## src/rtl/uart_pkg.sv

```systemverilog
// Shared definitions for the UART receive buffer: entry layout and capture FSM states.
package uart_pkg;

  localparam int UART_ENTRY_W  = 10;
  localparam int UART_DATA_MSB = 7;
  localparam int UART_PAR_BIT  = 8;
  localparam int UART_FRM_BIT  = 9;

  typedef enum logic {
    RXF_IDLE     = 1'b0,
    RXF_WAIT_CLR = 1'b1
  } rxf_state_t;

  function automatic logic [UART_ENTRY_W-1:0] uart_pack_entry(
    input logic [7:0] data,
    input logic       parity_err,
    input logic       framing_err
  );
    return {framing_err, parity_err, data};
  endfunction

endpackage

```

## src/rtl/uart_fifo_ram.sv

```systemverilog
// Storage array for the receive FIFO: synchronous write, asynchronous read, no reset.
module uart_fifo_ram #(
  parameter int depth     = 16,
  parameter int width     = 10,
  parameter int ptr_width = $clog2(depth)
) (
  input  logic                 i_clk,
  input  logic                 i_we,
  input  logic [ptr_width-1:0] i_waddr,
  input  logic [width-1:0]     i_wdata,
  input  logic [ptr_width-1:0] i_raddr,
  output logic [width-1:0]     o_rdata
);

  logic [width-1:0] r_mem [depth];

  always_ff @(posedge i_clk) begin
    if (i_we) begin
      r_mem[i_waddr] <= i_wdata;
    end
  end

  assign o_rdata = r_mem[i_raddr];

endmodule

```

## src/rtl/uart_rx_fifo.sv

```systemverilog
// Receive-side buffer: acknowledges completed frames from uart_rx, stores them with
// their error flags in a first-word-fall-through FIFO, and counts errored frames.
module uart_rx_fifo
  import uart_pkg::*;
#(
  parameter int depth     = 16,
  parameter int ptr_width = $clog2(depth)
) (
  input  logic               i_clk,
  input  logic               i_rst_n,
  input  logic               i_rx_done,
  input  logic [7:0]         i_rx_data,
  input  logic               i_rx_parity_error,
  input  logic               i_rx_framing_error,
  output logic               o_rx_accept,
  output logic               o_valid,
  output logic [7:0]         o_data,
  output logic               o_parity_error,
  output logic               o_framing_error,
  input  logic               i_ready,
  output logic [ptr_width:0] o_count,
  output logic               o_full,
  output logic [7:0]         o_err_count,
  input  logic               i_clr_err
);

  localparam logic [ptr_width:0] CNT_FULL = (ptr_width + 1)'(depth);

  rxf_state_t              r_state;
  rxf_state_t              w_state_nxt;
  logic                    w_wr_en;
  logic                    w_rd_en;
  logic [ptr_width-1:0]    r_wr_ptr;
  logic [ptr_width-1:0]    r_rd_ptr;
  logic [ptr_width:0]      r_count;
  logic                    r_accept;
  logic [7:0]              r_err_count;
  logic [UART_ENTRY_W-1:0] w_wr_entry;
  logic [UART_ENTRY_W-1:0] w_rd_entry;

  assign o_valid     = (r_count != '0);
  assign o_full      = (r_count == CNT_FULL);
  assign o_count     = r_count;
  assign o_rx_accept = r_accept;
  assign o_err_count = r_err_count;

  assign w_rd_en    = o_valid && i_ready;
  assign w_wr_entry = uart_pack_entry(i_rx_data, i_rx_parity_error, i_rx_framing_error);

  // WAIT_CLR absorbs the cycle in which o_done is still high after the accept pulse.
  always_comb begin
    w_state_nxt = r_state;
    w_wr_en     = 1'b0;
    case (r_state)
      RXF_IDLE: begin
        if (i_rx_done && !o_full) begin
          w_wr_en     = 1'b1;
          w_state_nxt = RXF_WAIT_CLR;
        end
      end
      RXF_WAIT_CLR: begin
        if (!i_rx_done) begin
          w_state_nxt = RXF_IDLE;
        end
      end
      default: w_state_nxt = RXF_IDLE;
    endcase
  end

  always_ff @(posedge i_clk or negedge i_rst_n) begin
    if (!i_rst_n) begin
      r_state  <= RXF_IDLE;
      r_accept <= 1'b0;
    end else begin
      r_state  <= w_state_nxt;
      r_accept <= w_wr_en;
    end
  end

  always_ff @(posedge i_clk or negedge i_rst_n) begin
    if (!i_rst_n) begin
      r_wr_ptr <= '0;
      r_rd_ptr <= '0;
      r_count  <= '0;
    end else begin
      if (w_wr_en) begin
        r_wr_ptr <= r_wr_ptr + 1'b1;
      end
      if (w_rd_en) begin
        r_rd_ptr <= r_rd_ptr + 1'b1;
      end
      case ({w_wr_en, w_rd_en})
        2'b10:   r_count <= r_count + 1'b1;
        2'b01:   r_count <= r_count - 1'b1;
        default: r_count <= r_count;
      endcase
    end
  end

  always_ff @(posedge i_clk or negedge i_rst_n) begin
    if (!i_rst_n) begin
      r_err_count <= '0;
    end else if (i_clr_err) begin
      r_err_count <= '0;
    end else if (w_wr_en && (i_rx_parity_error || i_rx_framing_error)
                 && (r_err_count != '1)) begin
      r_err_count <= r_err_count + 1'b1;
    end
  end

  uart_fifo_ram #(
    .depth     (depth),
    .width     (UART_ENTRY_W),
    .ptr_width (ptr_width)
  ) u_ram (
    .i_clk   (i_clk),
    .i_we    (w_wr_en),
    .i_waddr (r_wr_ptr),
    .i_wdata (w_wr_entry),
    .i_raddr (r_rd_ptr),
    .o_rdata (w_rd_entry)
  );

  assign o_data          = w_rd_entry[UART_DATA_MSB:0];
  assign o_parity_error  = w_rd_entry[UART_PAR_BIT];
  assign o_framing_error = w_rd_entry[UART_FRM_BIT];

endmodule
```

## config.mk

```make
export PLATFORM = sky130hd
export DESIGN_NAME = uart_rx_fifo
export DESIGN_NICKNAME = d
export VERILOG_FILES = /design/src/rtl/uart_pkg.sv /design/src/rtl/uart_fifo_ram.sv /design/src/rtl/uart_rx_fifo.sv
export SDC_FILE = /design/constraint.sdc
export NUM_CORES = 1
export LEC_CHECK = 0
export BUFFER_PORTS_ARGS = -buffer_cell sky130_fd_sc_hd__buf_4
export CELL_PAD_IN_SITES_DETAIL_PLACEMENT = 0
export CELL_PAD_IN_SITES_GLOBAL_PLACEMENT = 1
export CORE_MARGIN = 10
export CORE_UTILIZATION = 40
export DETAILED_ROUTE_END_ITERATION = 10
export MAX_ROUTING_LAYER = met4
export PLACE_DENSITY_LB_ADDON = 0.1
export SYNTH_ARGS = -nofsm -noshare
export SYNTH_HDL_FRONTEND = slang
export SYNTH_SLANG_ARGS = --single-unit
```

## constraint.sdc

```tcl
create_clock -name i_clk -period 3.5 [get_ports i_clk]
set_input_delay 1.05 -clock i_clk [delete_from_list [all_inputs] [get_ports i_clk]]
set_output_delay 1.05 -clock i_clk [all_outputs]
set_load 0.03 [all_outputs]
```

After elaboration in Yosys (flattened, before gate mapping)
Memories as Yosys holds them, arrays and structs flattened.
Index checks and enable logic that the tools add are counted.
{"block": "totals", "regBits": 23, "mem_bits_rw": 160, "in_bits": 15, "output_inout_bits": 26, "elab_cells": 35, "n_memories": 1}
{"block": "op_classes", "add_sub_neg": 5, "eq_ne": 4, "n_mux": 9, "bitwise_logic": 1, "reduce_logical": 9}
{"name": "u_ram.r_mem", "depth": 16, "width": 10, "rd": 1, "rd_clocked_by_memory_dff": 0, "wr": 1, "line_no": "uart_fifo_ram.sv:15", "source": "logic [width-1:0] r_mem [depth];"}
{"operator": "8-bit 2-to-1 mux", "n": 2}
{"operator": "5-bit one-hot mux with 2 select lines", "n": 1}
{"operator": "4-bit by 1-bit adder with 4-bit output, second input constant", "n": 2}
{"operator": "8-bit by 1-bit adder with 8-bit output, second input constant", "n": 1}
{"operator": "8-bit != test, second input constant", "n": 1}
{"operator": "5-bit by 1-bit adder with 5-bit output, second input constant", "n": 1}
{"operator": "5-bit == test, second input constant", "n": 1}
{"operator": "1-bit 2-to-1 mux", "n": 5}
{"operator": "5-bit nonzero test", "n": 1}
{"operator": "5-bit by 1-bit subtractor with 5-bit output, second input constant", "n": 1}
{"operator": "1-bit logical AND", "n": 4}
{"operator": "2-bit nonzero test", "n": 2}
{"operator": "2-bit by 1-bit == test with 1-bit output, second input constant", "n": 1}
{"operator": "2-bit == test, second input constant", "n": 1}
{"operator": "1-bit one-hot mux with 2 select lines", "n": 1}
{"operator": "1-bit zero test", "n": 1}
{"operator": "1-bit logical OR", "n": 1}
{"operator": "1-bit inverter", "n": 1}

Longest topological paths before layout
Gate-level depths: netlist (run 1).
{"block": "depth", "depth_word": 9, "depth_mapped": 9, "depth_no_buf": 9}

Modules after synthesis
A second synthesis (run 1) with hierarchy kept.
{"block": "hier_totals", "hier_cells": 387, "area_unflattened_um2": 7404.6}
{"module": "uart_fifo_ram", "instances": 1, "cells_per_inst": 269, "area_per_inst_um2": 6153.4, "seq_area_each_um2": 4804.6}
{"module": "uart_rx_fifo", "instances": 1, "cells_per_inst": 118, "area_per_inst_um2": 1251.2, "seq_area_each_um2": 575.6}

Least setup slack after synthesis (run 1)
No wires, ideal clock.
{"block": "synth_path", "kind": "in2reg", "from": "in i_ready", "to": "reg r_count[4] (netlist: o_count[4])", "setup_ps": 154, "t_arrival_ps": 2738, "required_time_ps": 3346, "slack_ps": 608, "stages": 7, "n_path_buf": 0, "path_cell_list": "a21boi_1 -> ha_1 -> ha_1 -> nor2b_1 -> o21a_1 -> o311ai_0 -> o311ai_0"}
{"block": "synth_between", "elab_chain_len": 3, "word_cells_on_any_way": 5, "cone_classes": "2 x eq/ne; 1 x mux; 2 x reduce/logical"}
{"element": "from (decl)", "line_no": "uart_rx_fifo.sv:20", "source": "input logic i_ready,"}
{"element": "1-bit logical AND (*)", "line_no": "uart_rx_fifo.sv:47", "source": "assign w_rd_en = o_valid && i_ready;"}
{"element": "2-bit by 1-bit == test with 1-bit output / 2-bit == test (equally long branches)", "line_no": "uart_rx_fifo.sv:92", "source": "case ({w_wr_en, w_rd_en})"}
{"element": "5-bit one-hot mux with 2 select lines / 2-bit nonzero test (equally long branches)"}
{"element": "to (signal assigned)", "line_no": "uart_rx_fifo.sv:93", "source": "2'b10: r_count <= r_count + 1'b1;"}
{"element": "to (signal assigned)", "line_no": "uart_rx_fifo.sv:94", "source": "2'b01: r_count <= r_count - 1'b1;"}
{"element": "to (signal assigned)", "line_no": "uart_rx_fifo.sv:95", "source": "default: r_count <= r_count;"}
{"element": "to (decl)", "line_no": "uart_rx_fifo.sv:35", "source": "logic [ptr_width:0] r_count;"}
Every way passes the cells marked *; elsewhere a longest branch is shown, timed or not.
A chain may end at the register's enable or synchronous reset.

Worst setup path in the final report (run 1)
{"block": "layout_path", "from": "reg r_rd_ptr[0]", "to": "out o_data[4]"}
{"block": "layout_between", "elab_chain_len": 1}
{"element": "from (decl)", "line_no": "uart_rx_fifo.sv:34", "source": "logic [ptr_width-1:0] r_rd_ptr;"}
{"element": "from (signal assigned)", "line_no": "uart_rx_fifo.sv:90", "source": "r_rd_ptr <= r_rd_ptr + 1'b1;"}
{"element": "memory 16 x 10 bit"}
{"element": "to (decl)", "line_no": "uart_rx_fifo.sv:17", "source": "output logic [7:0] o_data,"}
Every way passes these cells.

==> impl_results.md, run 1 <==
- Mapped Cells: ~400
- HPWL after DPL: about 10 mm
- Ant. Diodes: 0
- Crit path max fanout: 33
- Peak VDD IR: 344 uV
- Routed vias: roughly 3,800
- Pleak: roughly 3 nW
- Grt ovf: 0
- Max Root-Sink Buffers: 2
- Initial antenna violation count: 0
- CP Data Arrival Time: roughly 2.3 ns
- Initial core utilization: 0.410
- Nets: approximately 480
- First drt pass iteration count: 5
- Worst Skew: about 0.013 ns
- Flop pwr share: 0.387
- Clock share of power: 0.297
- Post-synthesis sequential area ratio: 0.726
- Sw power: ~2.2 mW
- Post_cts resized: 0
- Largest net degree at the start of global routing: 34
- Crit start category: flop
- Number of remaining DRC errors: 0
- Port Buffers: 40
- Status: finished clean
- Layout cells sized above 1: 0.294
- WP data required: 2.45 ns
- TritonCTS clock tree: done
- Pwr/cell area: 805 nW/um^2
- Max cap viols: 0
- Worst slew margin: 0.327
- Crit path kind: flop to primary output
- Die span in y: roughly 160 microns
- First-pass GRT wire length: 24.6 mm
- Routability cong.: 0.759
- Dominant synthesized flop cell: edfxtp_1
- Unrepaired setup endpoints after global routing: false
- Combinational Power Share: 0.317
- Root Buffer: clkbuf_16
- Post-route ant nets: 0
- Met2 WL: 7.95 mm
- Capturing element type of the critical path: primary output
- Hold Worst Slack: 0.512 ns
- Post-Syn Area: 7410 sq um
- H-tree depth: 4
- Max layer used: met4
- CTS buffer count: 17
- FFs w/ async S/R, synth: 0.126
- Min Tclk post-route: around 3.4 ns
- Die ar.: between 20,000 and 25,000 sq um
- Leading post-synthesis cells by cell area: edfxtp_1 65%, mux4_2 12%, dfrtp_1 7.8%
- Wirelength per Cell: 23.2 microns
- Share of the synthesized area in the top cell type: 0.648
- Routed wire length: 16.1 mm
- Layout area overhead: 17.8%
- Vias in the first global route: 4,036
- Fmax: a little under 0.3 GHz
- Met1 WL: just over 7 mm
- Fin. Hold Viols: 0
- First DRT Iteration DRCs: about 280
- CTS clk-pin slew, worst paths: ~0.07 ns
- Fin crit share: 0.963
- Syn nets: 419
- Slew Viols, Final: 0
- Post-CTS Setup Inserts: 0
- Cell taking the most area after synthesis: edfxtp_1
- Number of enable flip-flop cells after synthesis: 160
- Cell internal pwr: between 4 and 5 mW
- #FFs+latches synth: around 180
- Synth cell types: 46
- I/O pins: 41
- Switching Fraction: 0.316
- Mapped Avg Cell Area: between 15 and 20 sq um
- Cts hold-fix bufs: 0
- Slew at the pin with the worst max-slew slack: slightly above 1 ns
- Core area: 18,100 sq um
- HP Class: input port to asynchronous set/reset pin
- Gr usage total: 0.141
- Met3 Wirelength: 776 microns
- Die span in x: about 160 microns
- Clock sink total: 183
- Most frequent cells after synthesis: 160 x edfxtp_1, 40 x mux4_2, 23 x dfrtp_1
- Vias/cell: roughly 5.5
- Row count: 49
- Most common cell in the synthesized netlist: edfxtp_1
- Clock Latency Late Sink: approximately 0.43 ns
- Yosys warning count: 0
- Fin Setup TNS: 0 ns
- Final setup viols: 0
[critical path: stages, from the launching register on]
cell and delay [ns]:
dfrtp_2 0.38, buf_12 0.28, mux4_2 0.54, a22oi_1 0.33
nand2_1 0.14, buf_4 0.20
[per-layer routing]
metal,track usage,vias up
li1,-,1707
met1,0.182,1976
met2,0.220,107
met3,0.0320,16
met4,0.0404,0
met5,-,-
[placed cells by master (no fill, tap or decap), drive strengths merged, types with 2 or more instances in the layout]
cell type	count
dfrtp	23
nand3	3
nand2b	2
mux4	40
ha	10
edfxtp	160
or4	4
nor3b	2
o21ai	7
buf	58
mux2	2
nor2b	4
xor2	3
xnor2	6
nand2	22
or3	3
a21o	2
a21boi	2
and4	4
and2	14
nand4	3
mux2i	2
clkbuf	18
clkinvlp	3
inv	12
clkinv	4
nor4	2
a21oi	6
a22oi	20
o311ai	2
o31ai	2
bufinv	5
nor3	3
nor2	6
[power groups by stage]
stage	registers [mW]	logic [mW]	clock network [mW]
after floorplan	2.75	1.49	0
after global placement	2.76	2.27	0
after detailed placement	2.76	2.27	0
after CTS	2.72	2.28	2.12
after global routing	2.74	2.41	2.21
final	2.72	2.22	2.08
[area by class of cell]
class                           instances  area (sq um)
Timing Repair Buffer                   58           460
Tap cell                              229           287
Fill cell                            1542          9360
Clock buffer                           18           429
Multi-Input combinational cell        183          1920
Sequential cell                       183          5380
Clock inverter                         14           219
Inverter                               10          37.5
[sequential cells by signal (all words and copies together) (netlist names)]
name         cells
u_ram.r_mem    160
o_err_count      8
o_count          5
r_rd_ptr         4
r_wr_ptr         4
o_rx_accept      1
r_state          1
[final timing paths]
check | startpoint | cells after the start | slack, ns | end
max reg2reg | o_count[0]$_DFFE_PN0P_ | 8 | 0.66 | o_count[4]$_DFFE_PN0P_
max | r_rd_ptr[0]$_DFFE_PN0P_ | 5 | 0.13 | o_data[4]
min in group i_clk | r_state$_DFF_PN0_ | 2 | 0.52 | r_state$_DFF_PN0_
min | i_rst_n | 1 | 0.51 | r_state$_DFF_PN0_
min reg2reg | r_state$_DFF_PN0_ | 2 | 0.52 | r_state$_DFF_PN0_
max in group asynchronous | i_rst_n | 1 | 2.71 | r_rd_ptr[0]$_DFFE_PN0P_
[cell families after synthesis]
family                   share of synthesized area
multiplexers                                 0.128
adder cells (fa/ha/maj)                     0.0196
AND/OR/NAND/NOR                             0.0557
AO/OA/AOI/OAI                               0.0447
buffers and inverters                       0.0160
flip-flops                                   0.726
XOR/XNOR                                    0.0106
[metrics by stage]
| stage | worst slack (ns) | std cells | instance area (sq um) | utilization | total power [mW] |
|---|---|---|---|---|---|
| floorplan | 0.608 | 393 | 7410 | - | 4.24 |
| global placement | 0.524 | 663 | 8080 | 0.447 | 5.03 |
| detailed placement | 0.414 | 663 | 8080 | 0.447 | 5.03 |
| CTS | 0.0960 | 695 | 8730 | 0.483 | 7.12 |
| global route | 0.0604 | 695 | 8730 | 0.483 | 7.36 |
| finish | 0.130 | 695 | 8730 | 0.483 | 7.02 |
Note: power is estimated with default switching activity, not from simulation.
==> run 2: changes to the inputs <==
Settings changed: CORE_UTILIZATION 40 to 50.
==> impl_results.md, run 2 (same netlist as run 1, synthesis figures left out) <==
- Status: finished clean (unchanged)
- Ant. Diodes: 0 (unchanged)
- Worst slew margin: 0.317 (was 0.327)
- Slew Viols, Final: 0 (unchanged)
- Fin. Hold Viols: 0 (unchanged)
- Number of remaining DRC errors: 0 (unchanged)
- Placed cell count: 618 (was 663)
- HPWL after DPL: 10.1 mm (was 10.4 mm)
- Routed vias: 3,835 (was 3,806)
- Commonest non-fill, non-tap cell in the layout: edfxtp_1 (unchanged)
- Largest net degree at the start of global routing: 24 (was 34)
- H-tree depth: 4 (unchanged)
- CTS clk-pin slew, worst paths: 0.07 ns (about the same)
- Crit path kind: flop to primary output (unchanged)
- TritonCTS clock tree: done (unchanged)
- Crit start category: flop (unchanged)
- Layout Cells excl Fill: 650 (was 695)
- Total power after layout: 6.96 mW (was 7.02 mW)
- Row count: 44 (was 49)
- Initial antenna violation count: 0 (unchanged)
- Peak VDD IR: 404 uV (was 344 uV)
- Top reg by flops: u_ram.r_mem (unchanged)
- Max cap viols: 0 (unchanged)
- Core area: 14,500 sq um (was 18,100 sq um)
- Min Tclk post-route: 3.31 ns (was 3.37 ns)
- FF-to-FF setup slack: 0.75 ns (was 0.66 ns)
- Fin Setup TNS: 0 ns (unchanged)
- Crit path max fanout: 20 (was 33)
- First drt pass iteration count: 4 (was 5)
- Worst Skew: 0.00944 ns (was 0.0130 ns)
- Final core occ: 0.596 (was 0.483)
- Initial core utilization: 0.510 (was 0.410)
- Reg2Reg Launch Point: o_count[1]$_DFFE_PN0P_ (was o_count[0]$_DFFE_PN0P_)
- Die span in x: 142 microns (was 156 microns)
- CP Data Arrival Time: 2.26 ns (was 2.32 ns)
- Fin crit share: 0.946 (was 0.963)
- Final setup viols: 0 (unchanged)
- Routed wire length: 15.7 mm (was 16.1 mm)
- Vias in the first global route: 4,058 (was 4,036)
- Capturing element type of the critical path: primary output (unchanged)
- First DRT Iteration DRCs: 357 (was 283)
- Worst r2r dst: o_count[4]$_DFFE_PN0P_ (unchanged)
- Max Root-Sink Buffers: 2 (unchanged)
- Die ar.: 20,100 sq um (was 24,400 sq um)
- CTS buffer count: 17 (unchanged)
- Layout area overhead: 16.8% (was 17.8%)
- Slew at the pin with the worst max-slew slack: 1.02 ns (was 1.01 ns)
- Wirelength per Cell: 24.2 microns (was 23.2 microns)
- Routability cong.: 0.772 (was 0.759)
- Clock sink total: 183 (unchanged)
- Vias/cell: 5.90 (was 5.48)
- Number of flip-flops under the largest register name: 160 (unchanged)
- Pleak: 3.02 nW (about the same)
- Crit path launch: r_rd_ptr[0]$_DFFE_PN0P_ (unchanged)
- Most frequent cells in the layout: 160 x edfxtp_1, 56 x buf_4, 40 x mux4_2 (unchanged)
- Gr usage total: 0.166 (was 0.141)
- Post_cts resized: 0 (unchanged)
- Reg2Reg Depth: 8 (unchanged)
- Fmax: 0.302 GHz (was 0.297 GHz)
- Post-route ant nets: 0 (unchanged)
- CP endpoint: o_data[6] (was o_data[4])
- Unrepaired setup endpoints after global routing: false (unchanged)
- Grt ovf: 0 (unchanged)
- Root Buffer: clkbuf_16 (unchanged)
- First-pass GRT wire length: 24.0 mm (was 24.6 mm)
- Post-CTS Setup Inserts: 0 (unchanged)
- Port Buffers: 40 (unchanged)
- HP Class: input port to asynchronous set/reset pin (unchanged)
- Clock Latency Late Sink: 0.43 ns (about the same)
- Layout cells sized above 1: 0.290 (was 0.294)
- Nets: 479 (unchanged)
- Pwr/cell area: 803 nW/um^2 (was 805 nW/um^2)
- WP data required: 2.45 ns (about the same)
- Die span in y: 142 microns (was 156 microns)
- Cts hold-fix bufs: 0 (unchanged)
- I/O pins: 41 (unchanged)
-- run 2: changes by cell type in the layout (fill, tap and decap cells not counted) --
cell | previous run | this run
clkinv_1 | 2 | 4
clkinv_2 | 1 | 2
clkinv_4 | 1 | 0
clkinvlp_4 | 3 | 2
inv_8 | 1 | 0
-- run 2: where the power goes --
part	internal [mW]	total, mW	switching (mW)
Sequential	2.56	2.75	0.188
Clock	1.26	2.06	0.795
Combinational	0.963	2.15	1.19
Total	4.78	6.96	2.17
-- run 2: area by class of cell --
class / instances / area (sq um)
clock buffer: 18 / 429
tap: 184 / 230
clock inverter: 14 / 204
multi-input combinational: 183 / 1920
sequential: 183 / 5380
inverter: 10 / 37.5
timing repair buffer: 58 / 460
fill: 1111 / 5870
-- run 2: layer usage --
layer	global-route usage	wire, microns	part of all wire	vias to the layer above
met1	0.213	6910	0.44	2006
met2	0.262	8040	0.51	102
met5	-	0	0	-
li1	-	-	-	1708
met4	0.0597	188	0.012	0
met3	0.0307	593	0.038	19
-- run 2: worst max-delay path, cell delays in order (launching register included) --
cell	delay, ns
dfrtp_2	0.38
buf_4	0.38
mux4_2	0.57
a22oi_1	0.24
nand2_1	0.08
buf_4	0.17
-- run 2: through the flow --
step	hold slack, ns	area [sq um]	setup slack, ns
2_1_floorplan	0.493	7410	0.608
3_3_place_gp	0.508	8030	0.533
3_5_place_dp	0.530	8030	0.434
4_1_cts	0.513	8660	0.121
5_1_grt	0.519	8660	0.0364
6_report	0.515	8660	0.188
-- run 2: worst min path at each step --
stage          slack [ns]                     from  cells past startpoint                      end
2_1_floorplan        0.49  r_rd_ptr[3]$_DFFE_PN0P_                      1  r_rd_ptr[3]$_DFFE_PN0P_
3_3_place_gp         0.51  r_rd_ptr[3]$_DFFE_PN0P_                      1  r_rd_ptr[3]$_DFFE_PN0P_
3_5_place_dp         0.53  r_rd_ptr[3]$_DFFE_PN0P_                      1  r_rd_ptr[3]$_DFFE_PN0P_
4_1_cts              0.51                  i_rst_n                      1   o_count[3]$_DFFE_PN0P_
5_1_grt              0.52                  i_rst_n                      1   o_count[3]$_DFFE_PN0P_
6_report             0.51                  i_rst_n                      1  r_wr_ptr[2]$_DFFE_PN0P_
==> run 3: changes to the inputs <==
Settings changed: CTS_CLUSTER_DIAMETER from default to 40, RECOVER_POWER from default to 100, SYNTH_HIERARCHICAL from default to 1.
==> impl_results.md, run 3 <==
- Final setup viols: 0 (unchanged)
- FFs w/ async S/R, synth: 0.126 (unchanged)
- Crit start category: flop (unchanged)
- Fmax: 0.299 GHz (was 0.302 GHz)
- Final instance area: 8410 sq um (was 8660 sq um)
- Commonest non-fill, non-tap cell in the layout: edfxtp_1 (unchanged)
- Mapped Cells: 387 (was 393)
- Max cap viols: 0 (unchanged)
- Sw power: 2.16 mW (was 2.17 mW)
- GR Util met3: 0.0294 (was 0.0307)
- Layout area overhead: 13.5% (was 16.8%)
- I/O pins: 41 (unchanged)
- CP Data Arrival Time: 2.30 ns (was 2.26 ns)
- Fin. Hold Viols: 0 (unchanged)
- Number of enable flip-flop cells after synthesis: 160 (unchanged)
- Largest net degree at the start of global routing: 44 (was 24)
- Unrepaired setup endpoints after global routing: false (unchanged)
- Cell internal pwr: 4.52 mW (was 4.78 mW)
- Crit path kind: flop to primary output (unchanged)
- Cts hold-fix bufs: 0 (unchanged)
- FF-to-FF setup slack: 0.46 ns (was 0.75 ns)
- Nets: 476 (was 479)
- Area after DPL: 8040 sq um (was 8030 sq um)
- Post-route ant nets: 0 (unchanged)
- Initial antenna violation count: 0 (unchanged)
- Slew at the pin with the worst max-slew slack: 1.37 ns (was 1.02 ns)
- Capturing element type of the critical path: primary output (unchanged)
- Wirelength per Cell: 23.3 microns (was 24.2 microns)
- Die ar.: 20,100 sq um (about the same)
- Hold Crit Depth: 1
- Synth cell types: 48 (was 46)
- WP data required: 2.45 ns (about the same)
- Clock sink total: 183 (unchanged)
- Vias in the first global route: 3,932 (was 4,058)
- Core area: 14,500 sq um (unchanged)
- Crit path max fanout: 20 (unchanged)
- Routing usage on met1: 0.210 (was 0.213)
- Root Buffer: clkbuf_16 (unchanged)
- Number of remaining DRC errors: 0 (unchanged)
- Pwr/cell area: 796 nW/um^2 (was 803 nW/um^2)
- Die span in x: 142 microns (about the same)
- Reg2Reg Depth: 10 (was 8)
- Fin Setup TNS: 0 ns (unchanged)
- Busiest metal layer after global routing: met2 (unchanged)
- Storage element area: 5380 sq um (about the same)
- Max Root-Sink Buffers: 2 (unchanged)
- Clock share of power: 0.282 (was 0.296)
- Vias/cell: 5.84 (was 5.90)
- Gr usage total: 0.163 (was 0.166)
- Number of flip-flops under the largest register name: 160 (unchanged)
- CTS clk-pin slew, worst paths: 0.06 ns (was 0.07 ns)
- Worst Skew: 0.00668 ns (was 0.00944 ns)
- Min Tclk post-route: 3.35 ns (was 3.31 ns)
- Worst Hold End: r_state$_DFF_PN0_
- Hold path startpoint: r_state$_DFF_PN0_
- Cell taking the most area after synthesis: edfxtp_1 (unchanged)
- Post-synthesis sequential area ratio: 0.727 (was 0.726)
- Ant. Diodes: 0 (unchanged)
- Met2 usage: 0.253 (was 0.262)
- Combinational Power Share: 0.313 (was 0.309)
- Routed wire length: 15.2 mm (was 15.7 mm)
- H-tree depth: 4 (unchanged)
- Grt ovf: 0 (unchanged)
- First DRT Iteration DRCs: 238 (was 357)
- Most frequent cells in the layout: 160 x edfxtp_1, 47 x clkbuf_1, 28 x mux4_2 (was 160 x edfxtp_1, 56 x buf_4, 40 x mux4_2)
- HPWL after DPL: 9.83 mm (was 10.1 mm)
- Yosys warning count: 6 (was 0)
- Leading post-synthesis cells by cell area: edfxtp_1 65%, mux4_2 8.5%, dfrtp_1 7.8% (was edfxtp_1 65%, mux4_2 12%, dfrtp_1 7.8%)
- Switching Fraction: 0.324 (was 0.312)
- Port Buffers: 40 (unchanged)
- Mapped Avg Cell Area: 19.1 sq um (was 18.9 sq um)
- Initial core utilization: 0.509 (was 0.510)
- Worst slew margin: 0.0876 (was 0.317)
- Fill count: 1,167 (was 1,111)
- Clock Latency Late Sink: 0.42 ns (was 0.43 ns)
- Post-Syn Area: 7400 sq um (was 7410 sq um)
- Fin crit share: 0.956 (was 0.946)
- Worst r2r dst: o_count[4]$_DFFE_PN0P_ (unchanged)
- Routability cong.: 0.775 (was 0.772)
- Slew Viols, Final: 0 (unchanged)
- First drt pass iteration count: 5 (was 4)
- Row count: 44 (unchanged)
- Most common cell in the synthesized netlist: edfxtp_1 (unchanged)
- Reg2Reg Launch Point: o_count[0]$_DFFE_PN0P_ (was o_count[1]$_DFFE_PN0P_)
- First-pass GRT wire length: 23.6 mm (was 24.0 mm)
- Post_cts resized: 0 (unchanged)
- Pleak: 2.81 nW (was 3.02 nW)
- Share of the synthesized area in the top cell type: 0.649 (was 0.648)
- TritonCTS clock tree: done (unchanged)
- CTS buffer count: 17 (unchanged)
- Layout cells sized above 1: 0.165 (was 0.290)
- Routed vias: 3,794 (was 3,835)
- HP Class: flop to flop (was input port to asynchronous set/reset pin)
- Die span in y: 142 microns (about the same)
- Post-CTS Setup Inserts: 0 (unchanged)
- Flop pwr share: 0.405 (was 0.395)
- Syn nets: 410 (was 419)
- Dominant synthesized flop cell: edfxtp_1 (unchanged)
- #FFs+latches synth: 183 (unchanged)
- Multi-input logic area: 1880 sq um (was 1920 sq um)
- Status: finished clean (unchanged)
- Peak VDD IR: 347 uV (was 404 uV)
- Top reg by flops: u_ram/r_mem (was u_ram.r_mem)
- Most frequent cells after synthesis: 160 x edfxtp_1, 28 x mux4_2, 23 x dfrtp_1 (was 160 x edfxtp_1, 40 x mux4_2, 23 x dfrtp_1)
-- run 3: layout make-up --
type	instances	share of cell area
repair buffers	62	0.0357
flip-flops and latches	183	0.640
well taps	184	0.0274
multi-input cells	181	0.223
clock buffers	18	0.0511
clock inverters	14	0.0186
inverters	8	0.00357
-- run 3: power groups by stage --
stage	Combinational [mW]	Clock (mW)	Sequential (mW)
detailed placement	2.25	0	2.77
floorplan	1.49	0	2.79
CTS	2.26	1.93	2.72
global route	2.28	2.03	2.73
finish	2.09	1.89	2.71
global placement	2.25	0	2.76
-- run 3: through the flow --
| stage | power [mW] | hold WS (ns) | cells | setup slack [ns] | utilization |
|---|---|---|---|---|---|
| global route | 7.04 | 0.531 | 650 | 0.00767 | 0.578 |
| global placement | 5.00 | 0.468 | 618 | 0.454 | 0.553 |
| finish | 6.69 | 0.484 | 650 | 0.155 | 0.578 |
| detailed placement | 5.02 | 0.473 | 618 | 0.405 | 0.553 |
| CTS | 6.91 | 0.488 | 650 | 0.107 | 0.594 |
| floorplan | 4.28 | 0.457 | 387 | 0.400 | - |
-- run 3: critical path: stages, from the launching register on --
cell	delay [ns]
dfrtp_2	0.39
buf_4	0.37
mux4_1	0.62
a22oi_1	0.19
nand2_1	0.10
buf_4	0.18
-- run 3: layer usage --
metal	part of all wire	routed length (microns)
met2	0.50	7620
met1	0.44	6740
met5	0	0
met3	0.038	571
met4	0.016	246
-- run 3: worst max path at each step --
stage / from / endpoint / slack [ns] / depth (start not counted)
2_1_floorplan: i_ready / o_count[4]$_DFFE_PN0P_ / 0.40 / 8
3_3_place_gp: i_rx_done / o_count[4]$_DFFE_PN0P_ / 0.45 / 10
3_5_place_dp: i_rx_done / o_count[4]$_DFFE_PN0P_ / 0.41 / 10
4_1_cts: r_rd_ptr[0]$_DFFE_PN0P_ / o_data[4] / 0.11 / 5
5_1_grt: r_rd_ptr[0]$_DFFE_PN0P_ / o_data[4] / 0.008 / 5
6_report: r_rd_ptr[0]$_DFFE_PN0P_ / o_data[4] / 0.15 / 5
-- run 3: cells by family (layout without fill, tap and decap cells) --
family | after synthesis | in the layout | synth area share
xor+xnor | 9 | 9 | 0.0106
buf+inv | 23 | 102 | 0.0182
fa+ha+maj | 8 | 8 | 0.0145
compound gates | 44 | 44 | 0.0414
simple gates | 75 | 75 | 0.0529
mux | 45 | 45 | 0.136
flops | 183 | 183 | 0.727
